[src/rtl/echo_pkg.sv]
// Shared types and constants for the multi-echo time-of-flight detector.
package echo_pkg;

  localparam int ECHO_MAX    = 4;
  localparam int ECHO_DATA_W = 18;
  localparam int ECHO_TOF_W  = 32;
  localparam int IDX_W       = $clog2(ECHO_MAX);
  localparam int HYST_SHIFT  = 3;

  typedef enum logic [2:0] {
    ST_IDLE    = 3'd0,
    ST_ARMED   = 3'd1,
    ST_TRACK   = 3'd2,
    ST_HOLDOFF = 3'd3,
    ST_DONE    = 3'd4
  } state_e;

  typedef struct packed {
    logic [ECHO_TOF_W-1:0]  tof;
    logic [ECHO_DATA_W-1:0] peak;
    logic [IDX_W-1:0]       idx;
  } echo_rec_t;

endpackage

[src/rtl/echo_fifo.sv]
// Synchronous FIFO of echo records with a synchronous flush; head is shown combinationally.
module echo_fifo
  import echo_pkg::*;
#(
  parameter int DEPTH = ECHO_MAX
) (
  input  logic      clk_50M,
  input  logic      rst_n,
  input  logic      flush,
  input  logic      push,
  input  echo_rec_t wdata,
  input  logic      pop,
  output logic      not_empty,
  output echo_rec_t rdata
);

  localparam int PTR_W = (DEPTH > 1) ? $clog2(DEPTH) : 1;
  localparam int CNT_W = $clog2(DEPTH + 1);

  echo_rec_t        mem [DEPTH];
  logic [PTR_W-1:0] wr_ptr;
  logic [PTR_W-1:0] rd_ptr;
  logic [CNT_W-1:0] count;
  logic             do_push;
  logic             do_pop;

  assign not_empty = (count != '0);
  assign do_pop    = pop && not_empty;
  // A full FIFO still accepts a write when the head leaves in the same cycle.
  assign do_push   = push && ((count != CNT_W'(DEPTH)) || do_pop);
  assign rdata     = mem[rd_ptr];

  // NOTE: sequential state uses <= only, so every read in this block sees pre-edge values.
  always_ff @(posedge clk_50M) begin
    if (!rst_n) begin
      // NOTE: the storage is reset because its head drives the output record, which must read zero after reset.
      for (int i = 0; i < DEPTH; i++) mem[i] <= '0;
      wr_ptr <= '0;
      rd_ptr <= '0;
      count  <= '0;
    end else if (flush) begin
      wr_ptr <= '0;
      rd_ptr <= '0;
      count  <= '0;
    end else begin
      if (do_push) begin
        mem[wr_ptr] <= wdata;
        wr_ptr      <= (wr_ptr == PTR_W'(DEPTH - 1)) ? '0 : wr_ptr + 1'b1;
      end
      if (do_pop) rd_ptr <= (rd_ptr == PTR_W'(DEPTH - 1)) ? '0 : rd_ptr + 1'b1;
      if (do_push && !do_pop)      count <= count + 1'b1;
      else if (do_pop && !do_push) count <= count - 1'b1;
    end
  end

endmodule

[src/rtl/echo_multi_tof.sv]
// Multi-echo ToF detector: records up to MAX_ECHO (ToF, peak) pairs per shot into an output FIFO.
// Define ECHO_MT_HYST_EN to end an echo at corr_threshold - corr_threshold/8 instead of corr_threshold.
module echo_multi_tof
  import echo_pkg::*;
#(
  parameter int DATA_W   = ECHO_DATA_W,
  parameter int TOF_W    = ECHO_TOF_W,
  parameter int MAX_ECHO = ECHO_MAX,
  parameter int HOLD_W   = 16
) (
  input  logic                        clk_50M,
  input  logic                        rst_n,
  input  logic                        sys_start_pulse,
  input  logic                        mag_valid_in,
  input  logic [DATA_W-1:0]           mag_in,
  input  logic [DATA_W-1:0]           corr_threshold,
  input  logic [HOLD_W-1:0]           holdoff_cyc,
  input  logic [TOF_W-1:0]            window_cyc,
  output logic                        echo_valid,
  input  logic                        echo_ready,
  output logic [TOF_W-1:0]            echo_tof,
  output logic [DATA_W-1:0]           echo_peak,
  output logic [$clog2(MAX_ECHO)-1:0] echo_idx,
  output logic [$clog2(MAX_ECHO):0]   echo_count,
  output logic                        busy,
  output logic                        done
);

  localparam int CNT_W = $clog2(MAX_ECHO) + 1;

  state_e            state;
  logic [TOF_W-1:0]  tof_cnt;
  logic [TOF_W-1:0]  ptof;
  logic [DATA_W-1:0] peak;
  logic [DATA_W-1:0] exit_thr;
  logic [HOLD_W-1:0] hold_cnt;
  logic [CNT_W-1:0]  cnt_q;
  logic              timeout;
  logic              above;
  logic              below;
  logic              push;
  logic              last_echo;
  echo_rec_t         push_rec;
  echo_rec_t         head_rec;

`ifdef ECHO_MT_HYST_EN
  assign exit_thr = corr_threshold - (corr_threshold >> HYST_SHIFT);
`else
  assign exit_thr = corr_threshold;
`endif

  assign busy      = (state == ST_ARMED) || (state == ST_TRACK) || (state == ST_HOLDOFF);
  assign done      = (state == ST_DONE);
  assign timeout   = busy && (window_cyc != '0) && (tof_cnt > window_cyc);
  assign above     = mag_valid_in && (mag_in >= corr_threshold);
  assign below     = mag_valid_in && (mag_in < exit_thr);
  // A timeout while tracking flushes the partial echo before the shot closes.
  assign push      = !sys_start_pulse && (state == ST_TRACK) && (timeout || below);
  assign last_echo = (cnt_q == CNT_W'(MAX_ECHO - 1));
  assign push_rec  = '{tof: ptof, peak: peak, idx: IDX_W'(cnt_q)};

  always_ff @(posedge clk_50M) begin
    if (!rst_n) begin
      state    <= ST_IDLE;
      tof_cnt  <= '0;
      ptof     <= '0;
      peak     <= '0;
      hold_cnt <= '0;
      cnt_q    <= '0;
    end else if (sys_start_pulse) begin
      state   <= ST_ARMED;
      tof_cnt <= TOF_W'(1);
      cnt_q   <= '0;
    end else begin
      if (busy && (tof_cnt != '1)) tof_cnt <= tof_cnt + 1'b1;
      if (push) cnt_q <= cnt_q + 1'b1;
      case (state)
        ST_ARMED: begin
          if (timeout) state <= ST_DONE;
          else if (above) begin
            state <= ST_TRACK;
            peak  <= mag_in;
            ptof  <= tof_cnt;
          end
        end
        ST_TRACK: begin
          if (push) begin
            state    <= (timeout || last_echo) ? ST_DONE : ST_HOLDOFF;
            hold_cnt <= holdoff_cyc;
          end else if (mag_valid_in && (mag_in > peak)) begin
            peak <= mag_in;
            ptof <= tof_cnt;
          end
        end
        ST_HOLDOFF: begin
          // A hold-off of 0 or 1 both spend exactly one cycle here.
          if (timeout) state <= ST_DONE;
          else if (hold_cnt <= HOLD_W'(1)) state <= ST_ARMED;
          else hold_cnt <= hold_cnt - 1'b1;
        end
        default: ;
      endcase
    end
  end

  echo_fifo #(.DEPTH(MAX_ECHO)) u_fifo (
    .clk_50M   (clk_50M),
    .rst_n     (rst_n),
    .flush     (sys_start_pulse),
    .push      (push),
    .wdata     (push_rec),
    .pop       (echo_ready),
    .not_empty (echo_valid),
    .rdata     (head_rec)
  );

  assign echo_tof   = head_rec.tof;
  assign echo_peak  = head_rec.peak;
  assign echo_idx   = head_rec.idx;
  assign echo_count = cnt_q;

endmodule

[config.mk]
export PLATFORM = sky130hd
export DESIGN_NAME = echo_multi_tof
export DESIGN_NICKNAME = d
export VERILOG_FILES = /design/src/rtl/echo_pkg.sv /design/src/rtl/echo_fifo.sv /design/src/rtl/echo_multi_tof.sv
export SDC_FILE = /design/constraint.sdc
export NUM_CORES = 1
export LEC_CHECK = 0
export CORE_MARGIN = 10
export CORE_UTILIZATION = 58
export CTS_CLUSTER_DIAMETER = 50
export DETAILED_ROUTE_END_ITERATION = 8
export PLACE_DENSITY = 0.77
export SLEW_MARGIN = 25
export SYNTH_ARGS = -nofsm -noshare
export SYNTH_HDL_FRONTEND = slang
export SYNTH_SLANG_ARGS = --single-unit
[constraint.sdc]
create_clock -name clk_50M -period 8.6 [get_ports clk_50M]
set_input_delay 0.86 -clock clk_50M [delete_from_list [all_inputs] [get_ports clk_50M]]
set_output_delay 0.86 -clock clk_50M [all_outputs]
set_load 0.02 [all_outputs]
==> results_dict.tcl, run 1 <==
set metrics [dict create \
    drc 0 \
    yosys_warnings 0 \
    route.detailed.wl_per_inst_um 19.8 \
    die_area_mm2 0.0344 \
    setup-violations-final 0 \
    hold_viol_final 0 \
    hold_buffers 0 \
    p_comb_share_pct 6.8 \
    core_mm2 0.0270 \
    syn_nets 1555 \
    dr.pass1.iters 5 \
    grt_pass1_vias 11099 \
    synth_common_cells "edfxtp_1, and2_1, dfxtp_1, nand2_1, inv_1" \
    cts_tree "yes" \
    cp-startpoint "mag_in[16]" \
    grt_pass1_wl_mm 59.4 \
    swShare_pct 21.7 \
    dp_hpwl_mm 24.7 \
    fin_setup_tns_ps 0 \
    synth.area.top_cells "edfxtp_1, dfxtp_1, and2_1, mux4_2, ha_1" \
    clockBufferDepth 3 \
    avgViaCountPerCell 5.91 \
    holdPathStages 2 \
    fin_skew_ps 22.0 \
    cp-end-kind "flip-flop" \
    crit_fanout 53 \
    layout_min_cycle_time_ps 5130 \
    rsz0062_at_grt "false" \
    ys_types 64 \
    antenna_left 0 \
    cts_resized 0 \
    power_density_mw_per_mm2 183 \
    cellLeakagePower_nw 7.02 \
    yosysTopAreaCellShare_pct 39.3 \
    postSynth.asyncResetShare_pct 0 \
    grtUsageMet3_pct 3.41 \
    start_util_pct 58.9 \
    worst_pin_slew_ps 970 \
    busiest_layer "met2" \
    yosysSeqAreaShare_pct 53.6 \
    fmax_mhz 195 \
    worst_slack_ps 3470 \
    post-cts-setup-buffer-count 0 \
    track_usage_pct 21.7 \
    synth.most_common_cell "edfxtp_1" \
    numCtsBuffers 35 \
    synth_flop_cell "edfxtp_1" \
    syn_inst 1389 \
    vdd_ir_drop_max_v 0.000105 \
    finish.utilization_pct 69.8 \
    critPathMaxStageDelay_ps 800 \
    io_buffers 146 \
    fin_area_mm2 0.0188 \
    drv_slew 0 \
    worstReg2RegEnd "u_fifo.mem[1][10]" \
    cap_violations 0 \
    netlist_area_mm2 0.0159 \
    p_switching_w 0.000747 \
    finalPower_w 0.00345 \
    period_share_pct 59.7 \
    drive_gt1_share_pct 9.43 \
    grt_max_degree 71 \
    clkSinkCount 321 \
    cts.htree.levels 2 \
    intPower_w 0.00270 \
    slowest_stage "nand2b_4" \
    synth_area_per_cell_um2 11.4 \
    required_ps 8720 \
    ff2ff_setup_slack_ps 4040 \
    hold_class "reg2reg" \
    grtUsageMet2_pct 35.0 \
    synth_largest_area_cell "edfxtp_1" \
    met1_usage_pct 30.4 \
    critPathMostFrequentCell "buf_4" \
    path_class "in2reg" \
    r2r_start "tof_cnt[29]" \
    ys_ff_latch 321 \
    vias 11114 \
    rr_worst_depth 10 \
    antenna_found_initial 2 \
    place_congestion 0.888 \
    root_buffer "clkbuf_16" \
    grt-ovfl-total 0 \
    fillCellCount 1902 \
    die_h_um 185 \
    finalNetCount 1677 \
    clk_pin_slew_ps 60 \
    critPathArrivalTime_ps 5250 \
    pre_cts_ws_ps 2980 \
    fp.dieW_um 185 \
    worstSetupStartpointType "input port" \
    drt_iter0_markers 1088 \
    endpoint "u_fifo.mem[2][33]" \
    status "finished, final reports clean" \
    synth_edf_count 208 \
    clkLatencyLatePin_ps 510 \
    area_growth_syn_to_layout_pct 18.5 \
    relSlewSlack_pct 34.8 \
    num_rows 60 \
    pwr-share-seq_pct 49.0 \
    io_pins 147 \
    crit_chain "clkdlybuf4s50_1, ha_1, and3_1, a221o_1, a31oi_1, nand2_1, or2_1, a2111oi_4, buf_4, and3b_1, buf_4, nand2b_4" \
    drt_wl_total_mm 37.2 \
    clkPwrFrac_pct 44.2 \
    post_dp_cell_area_mm2 0.0176 \
]
-- sequential cells by signal, summed over array words and instances (netlist names), named ones only --
register and count:
u_fifo.mem 208, ptof 32, tof_cnt 32, peak 18
hold_cnt 16, echo_count 3, state 3, u_fifo.count 3
u_fifo.rd_ptr 2, u_fifo.wr_ptr 2
-- cell families (layout without fill, tap and decap cells) --
group / Yosys count / count (layout) / share of synthesized area [%]
other cells: 0 / 1 / 0
buf+inv: 160 / 309 / 3.88
xor+xnor: 32 / 32 / 1.76
flops: 321 / 321 / 53.6
mux: 55 / 55 / 7.57
simple gates: 554 / 554 / 19.3
compound gates: 190 / 190 / 7.85
fa+ha+maj: 77 / 77 / 6.11
-- how the worst min path moves through the flow --
stage,start,end,slack (ps)
after floorplan,hold_cnt[13],hold_cnt[13],440
after global placement,hold_cnt[13],hold_cnt[13],450
after detailed placement,u_fifo.rd_ptr[1],flip-flop,460
after CTS,u_fifo.rd_ptr[1],flip-flop,470
after global routing,hold_cnt[13],hold_cnt[13],500
final,u_fifo.rd_ptr[1],flip-flop,470
-- cells in the final DEF, fill, tap and decap left out, types with 4 or more instances in the layout --
cell type        count
edfxtp_1           208
and2_1             198
clkdlybuf4s50_1    145
dfxtp_1            111
nand2_1             92
inv_1               85
ha_1                76
nand3_1             67
nor2_1              63
o21ai_0             56
mux4_2              52
a21oi_1             43
clkbuf_16           36
nor3_1              31
o31ai_1             27
nand4_1             24
xnor2_1             17
a21o_1              15
nor4_1              15
or3_1               15
xor2_1              15
buf_4               15
and4_1               9
clkinv_2             8
o211ai_1             7
clkbuf_8             7
and3_1               6
o2111ai_1            6
nor2b_1              5
a211oi_1             5
nand2b_1             4
-- routing by layer --
layer,part of all wire [%],wire [um],vias up
met4,1.3,482,0
met2,47,17600,378
met3,7.2,2690,37
met1,44,16500,5384
met5,0,0,-
li1,-,-,5315
-- power by group through the flow --
stage	clock (W)	combinational, W	sequential [W]
4_1_cts	0.00154	0.000235	0.00169
3_5_place_dp	0	0.000234	0.00172
2_1_floorplan	0	0.000129	0.00172
6_report	0.00152	0.000234	0.00169
3_3_place_gp	0	0.000231	0.00172
5_1_grt	0.00160	0.000256	0.00169
-- layout make-up --
cell class	instances	area, um2	share of cell area [%]
diodes	1	2.50	0.0133
clock buffers	44	1000	5.32
repair buffers	160	1560	8.31
flip-flops and latches	321	8510	45.2
clock inverters	20	203	1.08
multi-input cells	908	6800	36.1
inverters	85	319	1.69
well taps	341	427	2.27
-- through the flow --
step	hold WS, ps	cells
2_1_floorplan	438	1389
3_3_place_gp	454	1815
5_1_grt	499	1880
3_5_place_dp	463	1815
4_1_cts	471	1879
6_report	472	1880
-- worst max-delay path: cells and delay by family --
kind,cells,cell delay [ps]
AOI/OAI and AO/OA,3,1050
buffers and inverters,3,1340
adders and majority gates,1,330
and+or+nand+nor,5,1650
Power figures use the tool's default switching activity.
==> inputs of run 2 (changes only) <==
==> constraint.sdc (replaced) <==
create_clock -name clk_50M -period 5.2 [get_ports clk_50M]
set_input_delay 0.52 -clock clk_50M [delete_from_list [all_inputs] [get_ports clk_50M]]
set_output_delay 0.52 -clock clk_50M [all_outputs]
set_load 0.02 [all_outputs]
==> run 2 against run 1 <==
First-iteration DRC count decreased by 1.0%; non-clock buffer count increased by 7; setup slack got worse by 2400 ps; register-to-register slack got worse by 2700 ps; critical endpoint is now u_fifo.mem[0][39]; largest cell class unchanged.
==> results_dict.tcl, run 2 (same netlist as run 1, synthesis figures left out) <==
set metrics [dict create \
    grtUsageMet2_pct 35.9 \
    multi_input_comb_area_mm2 0.00679 \
    cts_resized 0 \
    seq_area_mm2 0.00852 \
    drv_slew 0 \
    reg.largest.list "u_fifo.mem: 208 flops, ptof: 32 flops, tof_cnt: 32 flops" \
    cap_violations 0 \
    clk_pin_slew_ps 60 \
    worstSetupStartpointType "input port" \
    crit_fanout 52 \
    layout_min_cycle_time_ps 4120 \
    finalNetCount 1684 \
    grt_max_degree 63 \
    io_pins 147 \
    drc 0 \
    drt_wl_total_mm 37.5 \
    clockBufferDepth 3 \
    rsz0062_at_grt "false" \
    finish.utilization_pct 69.9 \
    route.detailed.wl_per_inst_um 19.9 \
    hold_class "reg2reg" \
    status "finished, final reports clean" \
    final_cell_mix "edfxtp_1, and2_1, clkdlybuf4s50_1" \
    cp-end-kind "flip-flop" \
    die_area_mm2 0.0344 \
    clkLatencyLatePin_ps 520 \
    die_h_um 185 \
    fin_setup_tns_ps 0 \
    grt-ovfl-total 0 \
    hold_viol_final 0 \
    clkSinkCount 321 \
    fp.dieW_um 185 \
    finalPower_w 0.00556 \
    setup-violations-final 0 \
    layoutNonFillerInstCount 1885 \
    grt_pass1_vias 11360 \
    avgViaCountPerCell 5.92 \
    drive_gt1_share_pct 9.20 \
    regMostFlops "u_fifo.mem" \
    fin_skew_ps 31.2 \
    root_buffer "clkbuf_16" \
    critPathArrivalTime_ps 4480 \
    cts.htree.levels 2 \
    grt_pass1_wl_mm 60.3 \
    antenna_found_initial 0 \
    cellLeakagePower_nw 7.02 \
    power_density_mw_per_mm2 295 \
    fin_area_mm2 0.0188 \
    layout_commonest_cell "edfxtp_1" \
    io_buffers 146 \
    vias 11161 \
    busiest_layer "met2" \
    place_congestion 0.890 \
    critPathMostFrequentCell "buf_4" \
    met1_usage_pct 29.8 \
    hold_buffers 0 \
    area_growth_syn_to_layout_pct 18.6 \
    critPathMaxStageDelay_ps 510 \
    num_rows 60 \
    n_antenna_cell 0 \
    largest_reg_flops 208 \
    relSlewSlack_pct 37.8 \
    period_share_pct 79.2 \
    post-cts-setup-buffer-count 0 \
    grtUsageMet3_pct 3.68 \
    track_usage_pct 21.9 \
    post_dp_cell_area_mm2 0.0177 \
    path_class "in2reg" \
    core_mm2 0.0270 \
    numCtsBuffers 35 \
    slowest_stage "buf_4" \
    start_util_pct 58.9 \
    drt_iter0_markers 1077 \
    antenna_left 0 \
    dr.pass1.iters 6 \
    fillCellCount 1917 \
    crit_chain "clkdlybuf4s50_1, ha_1, and3_1, a221o_1, a31oi_1, nand2_1, or2_1, a2111oi_4, buf_4, nor3b_4, buf_4, and2_1" \
    required_ps 5560 \
    fmax_mhz 243 \
    vdd_ir_drop_max_v 0.000200 \
    cts_tree "yes" \
    dp_hpwl_mm 24.7 \
    dp_cells 1822 \
    worst_pin_slew_ps 927 \
]
run 2: path summary, 6_finish.rpt:
| path | cells past startpoint | start | slack, ps | endpoint |
|---|---|---|---|---|
| max | 12 | mag_in[16] | 1080 | u_fifo.mem[0][39] |
| min | 2 | hold_cnt[13] | 480 | hold_cnt[13] |
| max reg2reg | 11 | tof_cnt[14] | 1380 | u_fifo.mem[0][39] |
| min reg2reg | 2 | hold_cnt[13] | 480 | hold_cnt[13] |
run 2: cell type report:
class	instances	area share [%]
timing repair buffer	167	8.98
inverter	85	1.69
multi-input combinational	908	36.0
tap	341	2.26
clock inverter	11	0.538
clock buffer	52	5.31
sequential	321	45.2
run 2: report_power, final:
group,switching [W],internal (W)
Combinational,0.000218,0.000182
Sequential,0.0000250,0.00277
Clock,0.000976,0.00139
Total,0.00122,0.00434
run 2: layer usage:
metal	vias to the layer above	share of wire, %	wire [um]
met5	-	0	0
met4	0	1.5	578
met3	42	6.6	2480
met2	360	47	17800
met1	5431	44	16700
li1	5328	-	-
run 2: through the flow:
step | hold slack [ps] | worst slack [ps]
2_1_floorplan | 438 | -157
3_3_place_gp | 455 | 779
3_5_place_dp | 467 | 610
4_1_cts | 478 | 1110
5_1_grt | 505 | 877
6_report | 477 | 1080
run 2: worst max-delay path, delay by kind of cell:
family / cells / cell delay (ps)
adder cells (fa/ha/maj): 1 / 330
buffers and inverters: 3 / 1390
AND/OR/NAND/NOR: 5 / 1100
AO/OA/AOI/OAI: 3 / 1110
